**src/rtl/fourbit_1to4_demux_buf_pkg.sv**
```systemverilog
// -----------------------------------------------------------------------------
// fourbit_1to4_demux_buf_pkg
// Shared definitions for the 1-to-4 demultiplexing lane buffer:
//   - lane_e     : 2-bit lane index (A=0, B=1, C=2, D=3)
//   - DATA_W     : lane data width
//   - CNT_W      : accept counter width
//   - sel_lane() : maps the manual select pins {s1,s2} onto a lane index
// -----------------------------------------------------------------------------
package fourbit_1to4_demux_buf_pkg;

  localparam int DATA_W = 4;
  localparam int CNT_W  = 8;

  typedef enum logic [1:0] {
    LANE_A = 2'd0,
    LANE_B = 2'd1,
    LANE_C = 2'd2,
    LANE_D = 2'd3
  } lane_e;

  // The manual select is not a plain binary index: s2 picks the A/B vs C/D
  // half and s1 picks within it, so 01 -> C and 10 -> B.
  function automatic lane_e sel_lane(input logic s1, input logic s2);
    case ({s1, s2})
      2'b00:   sel_lane = LANE_A;
      2'b01:   sel_lane = LANE_C;
      2'b10:   sel_lane = LANE_B;
      default: sel_lane = LANE_D;
    endcase
  endfunction

endpackage

```
**src/rtl/fourbit_1to4_demux_buf_lane.sv**
```systemverilog
// -----------------------------------------------------------------------------
// demux_lane_buf
// One-entry output buffer (data + valid) for a single demux lane.
// Ports:
//   clk, rst_n : clock, asynchronous active-low reset
//   load       : write din into the entry (takes priority over ack)
//   ack        : consumer takes the held word; ignored when valid is low
//   din        : word to load
//   data       : held word; kept after valid clears
//   valid      : entry holds an undelivered word
// -----------------------------------------------------------------------------
module demux_lane_buf
  import fourbit_1to4_demux_buf_pkg::*;
(
  input  logic              clk,
  input  logic              rst_n,
  input  logic              load,
  input  logic              ack,
  input  logic [DATA_W-1:0] din,
  output logic [DATA_W-1:0] data,
  output logic              valid
);

  // NOTE: state registers use non-blocking assignments so every flop samples
  // pre-edge values regardless of block ordering; the data register is reset
  // too because its value is visible on an output port.
  always_ff @(posedge clk or negedge rst_n) begin
    if (!rst_n) begin
      data  <= '0;
      valid <= 1'b0;
    end else if (load) begin
      // A load in the same cycle as an ack replaces the word and stays valid.
      data  <= din;
      valid <= 1'b1;
    end else if (ack) begin
      valid <= 1'b0;
    end
  end

endmodule

```
**src/rtl/fourbit_1to4_demux_buf.sv**
```systemverilog
// -----------------------------------------------------------------------------
// fourbit_1to4_demux_buf
// Routes a 4-bit source word into one of four single-entry lane buffers.
// The target lane comes from a round-robin pointer (rr_en=1) or from the
// s1/s2 pins (rr_en=0). A word is accepted when din_valid && din_ready.
// Ports:
//   clk, rst_n             : clock, asynchronous active-low reset
//   din, din_valid         : offered source word
//   din_ready              : combinational; target lane empty or being acked
//   s1, s2                 : manual lane select (rr_en=0)
//   rr_en                  : 1 = round-robin, 0 = manual select
//   a, b, c, d             : registered lane data
//   a_valid .. d_valid     : lane holds an undelivered word
//   a_ack .. d_ack         : lane consumer takes the word this cycle
//   acc_cnt                : wrapping count of accepted words
// -----------------------------------------------------------------------------
module fourbit_1to4_demux_buf
  import fourbit_1to4_demux_buf_pkg::*;
(
  input  logic              clk,
  input  logic              rst_n,
  input  logic [DATA_W-1:0] din,
  input  logic              din_valid,
  output logic              din_ready,
  input  logic              s1,
  input  logic              s2,
  input  logic              rr_en,
  output logic [DATA_W-1:0] a,
  output logic [DATA_W-1:0] b,
  output logic [DATA_W-1:0] c,
  output logic [DATA_W-1:0] d,
  output logic              a_valid,
  output logic              b_valid,
  output logic              c_valid,
  output logic              d_valid,
  input  logic              a_ack,
  input  logic              b_ack,
  input  logic              c_ack,
  input  logic              d_ack,
  output logic [CNT_W-1:0]  acc_cnt
);

  lane_e             rr_ptr;
  lane_e             target;
  logic              accept;
  logic [3:0]        lane_valid;
  logic [3:0]        lane_ack;
  logic [3:0]        lane_load;
  logic [DATA_W-1:0] lane_data [4];

  assign lane_ack = {d_ack, c_ack, b_ack, a_ack};

  // NOTE: every combinational output gets a default first, so no path through
  // the block leaves a value unassigned and no latch is inferred.
  always_comb begin
    target = rr_ptr;
    if (!rr_en) target = sel_lane(s1, s2);
  end

  // A full lane can still accept when its consumer drains it this cycle.
  // The round-robin pointer never skips a stalled lane.
  assign din_ready = ~lane_valid[target] | lane_ack[target];
  assign accept    = din_valid & din_ready;
  assign lane_load = accept ? (4'b0001 << target) : 4'b0000;

  for (genvar i = 0; i < 4; i++) begin : g_lane
    demux_lane_buf u_lane (
      .clk   (clk),
      .rst_n (rst_n),
      .load  (lane_load[i]),
      .ack   (lane_ack[i]),
      .din   (din),
      .data  (lane_data[i]),
      .valid (lane_valid[i])
    );
  end

  // The pointer moves only on round-robin accepts and survives rr_en changes.
  always_ff @(posedge clk or negedge rst_n) begin
    if (!rst_n) begin
      rr_ptr  <= LANE_A;
      acc_cnt <= '0;
    end else if (accept) begin
      acc_cnt <= acc_cnt + CNT_W'(1);
      if (rr_en) rr_ptr <= lane_e'(rr_ptr + 2'd1);
    end
  end

  assign a       = lane_data[LANE_A];
  assign b       = lane_data[LANE_B];
  assign c       = lane_data[LANE_C];
  assign d       = lane_data[LANE_D];
  assign a_valid = lane_valid[LANE_A];
  assign b_valid = lane_valid[LANE_B];
  assign c_valid = lane_valid[LANE_C];
  assign d_valid = lane_valid[LANE_D];

endmodule

```
**config.mk**
```make
export PLATFORM = sky130hd
export DESIGN_NAME = fourbit_1to4_demux_buf
export DESIGN_NICKNAME = d
export VERILOG_FILES = /design/src/rtl/fourbit_1to4_demux_buf_pkg.sv /design/src/rtl/fourbit_1to4_demux_buf_lane.sv /design/src/rtl/fourbit_1to4_demux_buf.sv
export SDC_FILE = /design/constraint.sdc
export NUM_CORES = 1
export LEC_CHECK = 0
export BUFFER_PORTS_ARGS = -buffer_cell sky130_fd_sc_hd__buf_4
export CORE_MARGIN = 2
export CORE_UTILIZATION = 48
export CTS_CLUSTER_DIAMETER = 50
export DETAILED_ROUTE_END_ITERATION = 8
export PLACE_DENSITY = 0.76
export SYNTH_ARGS = -nofsm -noshare
export SYNTH_HDL_FRONTEND = slang
export SYNTH_SLANG_ARGS = --single-unit
```
**constraint.sdc**
```tcl
create_clock -name clk -period 2 [get_ports clk]
set_clock_uncertainty 0.15 [all_clocks]
set_input_delay 0.1 -clock clk [delete_from_list [all_inputs] [get_ports clk]]
set_output_delay 0.1 -clock clk [all_outputs]
set_load 0.01 [all_outputs]
```
==> results of run 1 <==
==> through the flow <==
step / total power, mW / instances / setup WS, ps / instance area, µm² / util (%)
3_3_place_gp: 2.121 / 165 / 232.4 / 1607 / 64.85
3_5_place_dp: 2.158 / 165 / 168.2 / 1607 / 64.85
4_1_cts: 2.641 / 183 / 56.57 / 1782 / 71.92
2_1_floorplan: 1.610 / 93 / 273.4 / 1254 / -
5_1_grt: 2.794 / 183 / 3.712 / 1789 / 72.22
6_report: 2.627 / 183 / 83.83 / 1789 / 72.22
==> kinds of logic (layout without fill, tap and decap cells) <==
family,count (synthesis),after routing
flops,30,30
simple gates,30,30
mux,22,22
xor+xnor,9,9
fa+ha+maj,1,1
compound gates,1,1
buf+inv,0,60
==> critical path, cell delays in order (launching register included) <==
cell and delay [ps]:
dfrtp_1 400, mux2i_1 410, mux2i_2 360, buf_4 180
==> layout make-up <==
type | instances | area [µm²]
Clock inverter | 1 | 30.03
Multi-Input combinational cell | 63 | 510.5
Clock buffer | 7 | 45.04
Sequential cell | 30 | 750.7
Timing Repair Buffer | 52 | 415.4
Fill cell | 179 | 688.2
Tap cell | 30 | 37.54
==> final timing paths <==
path                                                  to  slack [ps]  cells after the start  startpoint
min in group asynchronous                     acc_cnt[3]          70                      2       rst_n
worst min register to register                acc_cnt[7]         330                      1  acc_cnt[7]
worst max-delay path                           din_ready          80                      3   rr_ptr[0]
worst min-delay path                           rr_ptr[1]          20                      4       rr_en
max in group asynchronous                     acc_cnt[5]        1350                      2       rst_n
worst max register to register  g_lane[2].u_lane.data[1]         100                      4   rr_ptr[0]
==> flip-flops by register name (all words and copies together) (netlist names) <==
signal / cells
acc_cnt: 8
g_lane.u_lane.data: 16
g_lane.u_lane.valid: 4
rr_ptr: 2
==> cells in the final DEF, fill, tap and decap left out <==
master	instances
nand3_1	4
dlygate4sd3_1	10
mux2_4	1
nand3b_1	2
nor2_1	3
xor2_1	2
bufinv_16	1
nand4_1	3
nand2_1	10
nor2b_1	1
buf_4	42
xnor2_1	7
ha_1	1
clkbuf_1	2
nand2b_1	6
mux2i_1	2
mux2i_2	2
mux2_2	17
o22ai_2	1
dfrtp_1	30
clkbuf_4	5
and2_1	1
==> report_power, final <==
part	internal [mW]	switching (mW)	total (mW)
Combinational	0.626	0.451	1.08
Sequential	0.888	0.200	1.09
Clock	0.265	0.197	0.462
Total	1.78	0.848	2.63
==> metal layers <==
layer,GRT usage (%),vias up,part of all wire [%]
met2,27.78,25,49
met1,24.74,429,44
met5,0,-,0
met3,5.645,8,4.9
li1,-,440,-
met4,9.756,0,2.0
==> repair_timing <==
| item | 4_1_cts | 5_1_grt |
|---|---|---|
| setup buffers | 0 | 0 |
| setup endpoints to repair | 0 | 1 |
| hold buffers | 10 | 0 |
| hold endpoints to repair | 51 | 0 |
| resized for setup | 0 | 2 |
==> tab_implementation.tex, run 1 <==
\begin{tabular}{lr}
\hline
Metric & Value \\
\hline
\multicolumn{2}{l}{\textbf{Outcome}} \\
Outcome & finished, final reports clean \\
\multicolumn{2}{l}{\textbf{Die}} \\
Total Die Area & 3037 µm² \\
Die boundary width & 55.11 µm \\
Effective utilization at floorplan & 50.61\% \\
I/O pins & 43 \\
Core Region & 2477 µm² \\
Cell row count & 18 \\
Vertical die dimension & 55.11 µm \\
\multicolumn{2}{l}{\textbf{Global routing}} \\
Number of global-route vias before repair & 812 \\
Total Routing Usage GR & 18.75\% \\
Grt total ovfl & 0 \\
Maximum number of pins on one net before global-route repair & 31 \\
First-pass GRT wire length & 3.801 mm \\
Antenna violations before repair & 0 \\
\multicolumn{2}{l}{\textbf{CTS}} \\
Sink count of the clock tree & 30 \\
Clock tree from TritonCTS & yes \\
Clock insertion delay at the later pin of the skew report & 330 ps \\
CTS root buf & clkbuf\_4 \\
H-Tree Depth & 2 \\
Deepest clock path buffer count & 2 \\
Clock slew at the register clock pins of the worst setup and hold paths & 90 ps \\
TritonCTS Buffers & 5 \\
\multicolumn{2}{l}{\textbf{Critical path}} \\
WP data required & 1750 ps \\
Crit path max fanout & 5 \\
Type of the setup path with the least slack & reg -> out \\
Data arrival time of the critical path & 1670 ps \\
Endpoint class of the critical path & output port \\
Critical Path Source Type & register \\
\multicolumn{2}{l}{\textbf{Synth}} \\
Post-Synth XOR/XNOR Area & 6.287\% \\
Sequential share of the synthesized area & 59.88\% \\
Total standard cell area after synthesis & 1254 µm² \\
Dominant register cell in the synthesized netlist & dfrtp\_1 \\
Instance count of the mapped netlist & 93 \\
Share of the synthesized area in compound gates (AO/OA/AOI/OAI) & 0.9980\% \\
Top cells by instance count after synthesis & dfrtp\_1, mux2\_2, nand2\_1 \\
Library cell occupying the most area in the post-synthesis netlist & dfrtp\_1 \\
Synthesized-area fraction occupied by adder cells & 0.9980\% \\
Synth Area in Simple Gates & 12.18\% \\
Number of storage elements in the synthesis netlist & 30 \\
Synth top area share & 59.88\% \\
Ys async rst share & 100.0\% \\
Avg Inst Size Synth & 13.48 µm² \\
Distinct cell type count after synthesis & 16 \\
Post-synth EDFFs & 0 \\
Synthesis Warnings & 0 \\
Most frequent cell after synthesis & dfrtp\_1 \\
Cell types occupying the most area after synthesis & dfrtp\_1, mux2\_2, xnor2\_1 \\
Syn\_nets & 108 \\
Combinational family with the most area after synthesis & multiplexers \\
Post-synthesis mux area share & 19.66\% \\
\multicolumn{2}{l}{\textbf{Timing}} \\
Post-route minimum period & 1916 ps \\
Setup tns final & 0 ps \\
Max frequency & 0.5219 GHz \\
Setup repair after global routing missed its margin & no \\
Final Hold Fails & 0 \\
Final Slew Violations & 0 \\
Hold slack & 18.63 ps \\
Number of setup violations in the final report & 0 \\
Relative slew margins & 66.71\% \\
Slew @ Worst Pin & 485.5 ps \\
Portion of the clock cycle consumed by the worst path in the final layout & 95.81\% \\
\multicolumn{2}{l}{\textbf{Pwr}} \\
Cell Pwr Density & 1468 nW/µm² \\
Maximum resistive drop on vdd & 1194 µV \\
Leakage power & 0.8522 nW \\
\multicolumn{2}{l}{\textbf{Layout}} \\
Relative area change from synthesis to final layout & 42.71\% \\
Antenna cells & 0 \\
Share of cells above drive strength 1 & 45.10\% \\
Number of nets at the end of the flow & 167 \\
\multicolumn{2}{l}{\textbf{Detailed routing}} \\
Violation count after the first detailed-routing iteration & 9 \\
Final routed wirelength across all metal layers & 2.643 mm \\
Mean number of vias per cell & 4.929 \\
DRC viols & 0 \\
Total iterations of the first detailed-routing run & 4 \\
Count of vias placed by the detailed router & 902 \\
Antenna Violating Nets Remaining & 0 \\
Routed wire per std cell & 14.44 µm \\
\multicolumn{2}{l}{\textbf{Hold path}} \\
Hold/Removal Path Class & in -> reg \\
\multicolumn{2}{l}{\textbf{Place}} \\
Count of input and output buffers & 42 \\
RePlAce Congestion & 0.7802 \\
\multicolumn{2}{l}{\textbf{Job}} \\
Count of maximum capacitance violations & 0 \\
\hline
\end{tabular}
No activity file was read; power rests on OpenSTA's default activity.
==> run 2, diff against run 1 <==
- BUFFER_PORTS_ARGS: -buffer_cell sky130_fd_sc_hd__buf_4 -> unset
- CORE_UTILIZATION: 48 -> 60
- DONT_BUFFER_PORTS: unset -> 1
- PLACE_DENSITY: 0.76 -> 0.75
==> run 2 against run 1 <==
  * Maximum frequency grew 1.2%
  * Critical path depth grew 1
  * Count of clock-buffer cells in the layout is the same
  * Non-clock buffer count shrank 39
  * Core utilization grew 3.9 points
  * Largest power group unchanged
  * Highest routed layer unchanged
==> tab_implementation.tex, run 2 (same netlist as run 1, synthesis figures left out) <==
\begin{tabular}{lr}
\hline
Metric & Value \\
\hline
\multicolumn{2}{l}{\textbf{Die}} \\
Cell row count & 16 (-2) \\
Core Region & 1962 µm² (-21\%) \\
Vertical die dimension & 49.71 µm (-9.8\%) \\
Total Die Area & 2471 µm² (-19\%) \\
Effective utilization at floorplan & 63.90\% (+13 points) \\
Die boundary width & 49.71 µm (-9.8\%) \\
I/O pins & 43 (unchanged) \\
\multicolumn{2}{l}{\textbf{Layout}} \\
Most common cell after layout, fill and taps aside & dfrtp\_1 \\
Finished Cell Area & 1493 µm² (-17\%) \\
Final core utilization & 76.08\% (+3.9 points) \\
Fill count & 134 (-25\%) \\
Most frequent cells in the layout & dfrtp\_1, mux2\_2, dlygate4sd3\_1 \\
Share of cells above drive strength 1 & 26.32\% (-19 points) \\
Filler-free cell count of the finished design & 141 (-23\%) \\
Biggest register & g\_lane.u\_lane.data \\
Top flop regs & g\_lane.u\_lane.data: 16 flops, acc\_cnt: 8 flops, g\_lane.u\_lane.valid: 4 flops \\
Flip-flop count of the largest register after layout & 16 (unchanged) \\
Number of nets at the end of the flow & 128 (-23\%) \\
Relative area change from synthesis to final layout & 19.06\% \\
Antenna cells & 0 (unchanged) \\
\multicolumn{2}{l}{\textbf{Global routing}} \\
First-pass GRT wire length & 3.843 mm (+1.1\%) \\
Grt total ovfl & 0 (unchanged) \\
Number of global-route vias before repair & 828 (+2.0\%) \\
Total Routing Usage GR & 20.97\% (+2.2 points) \\
Maximum number of pins on one net before global-route repair & 31 (unchanged) \\
Antenna violations before repair & 0 (unchanged) \\
\multicolumn{2}{l}{\textbf{Timing}} \\
Hold slack & 17.26 ps (-1.377 ps) \\
Setup tns final & 0 ps (unchanged) \\
Final Hold Fails & 0 (unchanged) \\
Setup repair after global routing missed its margin & no \\
Worst Slack Setup Final & 106.5 ps (+22.71 ps) \\
Relative slew margins & 68.97\% (+2.3 points) \\
Post-route minimum period & 1893 ps (-22.71 ps) \\
Number of setup violations in the final report & 0 (unchanged) \\
Portion of the clock cycle consumed by the worst path in the final layout & 94.67\% (-1.1 points) \\
Final Slew Violations & 0 (unchanged) \\
Slew @ Worst Pin & 452.5 ps (-33.08 ps) \\
Max frequency & 0.5281 GHz (+1.2\%) \\
\multicolumn{2}{l}{\textbf{CTS}} \\
TritonCTS Buffers & 5 (unchanged) \\
Sink count of the clock tree & 30 (unchanged) \\
CTS root buf & clkbuf\_4 \\
Clock slew at the register clock pins of the worst setup and hold paths & 90 ps (about the same) \\
Deepest clock path buffer count & 2 (unchanged) \\
Clock tree from TritonCTS & yes \\
H-Tree Depth & 2 (unchanged) \\
Clock insertion delay at the later pin of the skew report & 310 ps (-20 ps) \\
\multicolumn{2}{l}{\textbf{Detailed routing}} \\
Mean number of vias per cell & 5.482 (+11\%) \\
Count of vias placed by the detailed router & 773 (-14\%) \\
Final routed wirelength across all metal layers & 2.295 mm (-13\%) \\
Antenna Violating Nets Remaining & 0 (unchanged) \\
Total iterations of the first detailed-routing run & 4 (unchanged) \\
DRC viols & 0 (unchanged) \\
Violation count after the first detailed-routing iteration & 18 (+9) \\
Routed wire per std cell & 16.28 µm (+13\%) \\
\multicolumn{2}{l}{\textbf{Pwr}} \\
Gate power share & 24.8\% (-16 points) \\
Internal power & 1.370 mW (-23\%) \\
Cell Pwr Density & 1431 nW/µm² (-2.5\%) \\
Flop pwr share & 58.3\% (+17 points) \\
Part of the power in the clock network & 16.9\% (-0.7 points) \\
Sw power & 0.7661 mW (-9.7\%) \\
Pwr Total & 2.136 mW (-19\%) \\
Maximum resistive drop on vdd & 971.7 µV (-19\%) \\
Proportion of total power due to net switching & 35.86\% (+3.6 points) \\
Leakage power & 0.6606 nW (-22\%) \\
\multicolumn{2}{l}{\textbf{Job}} \\
Count of maximum capacitance violations & 0 (unchanged) \\
\multicolumn{2}{l}{\textbf{Hold path}} \\
Hold/Removal Path Class & in -> reg \\
Hold Path Cell Cnt & 3 (-1) \\
\multicolumn{2}{l}{\textbf{Critical path}} \\
Critical Path Source Type & register \\
R2r worst-path depth & 4 (unchanged) \\
WP data required & 1750 ps (about the same) \\
Crit path max fanout & 6 (+1) \\
Data arrival time of the critical path & 1640 ps (-30 ps) \\
Type of the setup path with the least slack & reg -> out \\
Endpoint class of the critical path & output port \\
\multicolumn{2}{l}{\textbf{Place}} \\
RePlAce Congestion & 0.8206 (+5.2\%) \\
Half-perimeter wire length of the detailed placement result & 1.531 mm \\
Count of input and output buffers & 0 (-100\%) \\
Post-placement cell count & 121 (-27\%) \\
Worst setup slack before clock tree synthesis & 149.5 ps (-18.79 ps) \\
Placed cell area & 1295 µm² (-19\%) \\
\multicolumn{2}{l}{\textbf{Outcome}} \\
Outcome & finished, final reports clean \\
\hline
\end{tabular}
==> run 2: worst paths after layout <==
kind                           start                endpoint  slack (ps)
min reg2reg                rr_ptr[1]               rr_ptr[1]         330
min in group asynchronous      rst_n  g_lane[3].u_lane.valid          80
max in group asynchronous      rst_n  g_lane[2].u_lane.valid        1470
min                        din_valid              acc_cnt[0]          20
max                        rr_ptr[1]               din_ready         110
max reg2reg                rr_ptr[1]              acc_cnt[1]         120
==> run 2: repair_timing <==
item                                   in CTS  in global routing
setup endpoints to repair                   0                  1
setup buffers                               0                  0
endpoints found under the hold margin      55                  0
resized for setup                           0                  2
hold buffers                               12                  0
==> run 2: final cells by class <==
class | count | area (µm²) | area share, %
sequential | 30 | 750.7 | 50.29
multi-input combinational | 63 | 510.5 | 34.20
timing repair buffer | 13 | 137.6 | 9.220
clock buffer | 7 | 55.05 | 3.688
tap | 27 | 33.78 | 2.263
clock inverter | 1 | 5.005 | 0.3353
==> run 2: power by group through the flow <==
stage	Sequential [mW]	Combinational [mW]	Clock (mW)
floorplan	1.20	0.413	0
global placement	1.25	0.463	0
detailed placement	1.26	0.481	0
CTS	1.25	0.522	0.369
global route	1.28	0.586	0.393
finish	1.25	0.529	0.361
==> run 2: worst max-delay path, stage by stage, from the launching register on <==
cell and delay (ps):
dfrtp_1 400, mux2_4 310, mux2i_2 290, mux2i_2 160
buf_4 170
==> run 2: routing by layer <==
| metal | routed length (µm) | global-route usage (%) | vias to the layer above |
|---|---|---|---|
| met5 | 0 | 0 | - |
| met4 | 29 | 8.333 | 0 |
| met1 | 1062 | 27.95 | 377 |
| met3 | 166 | 7.879 | 5 |
| li1 | - | - | 364 |
| met2 | 1037 | 31.11 | 27 |
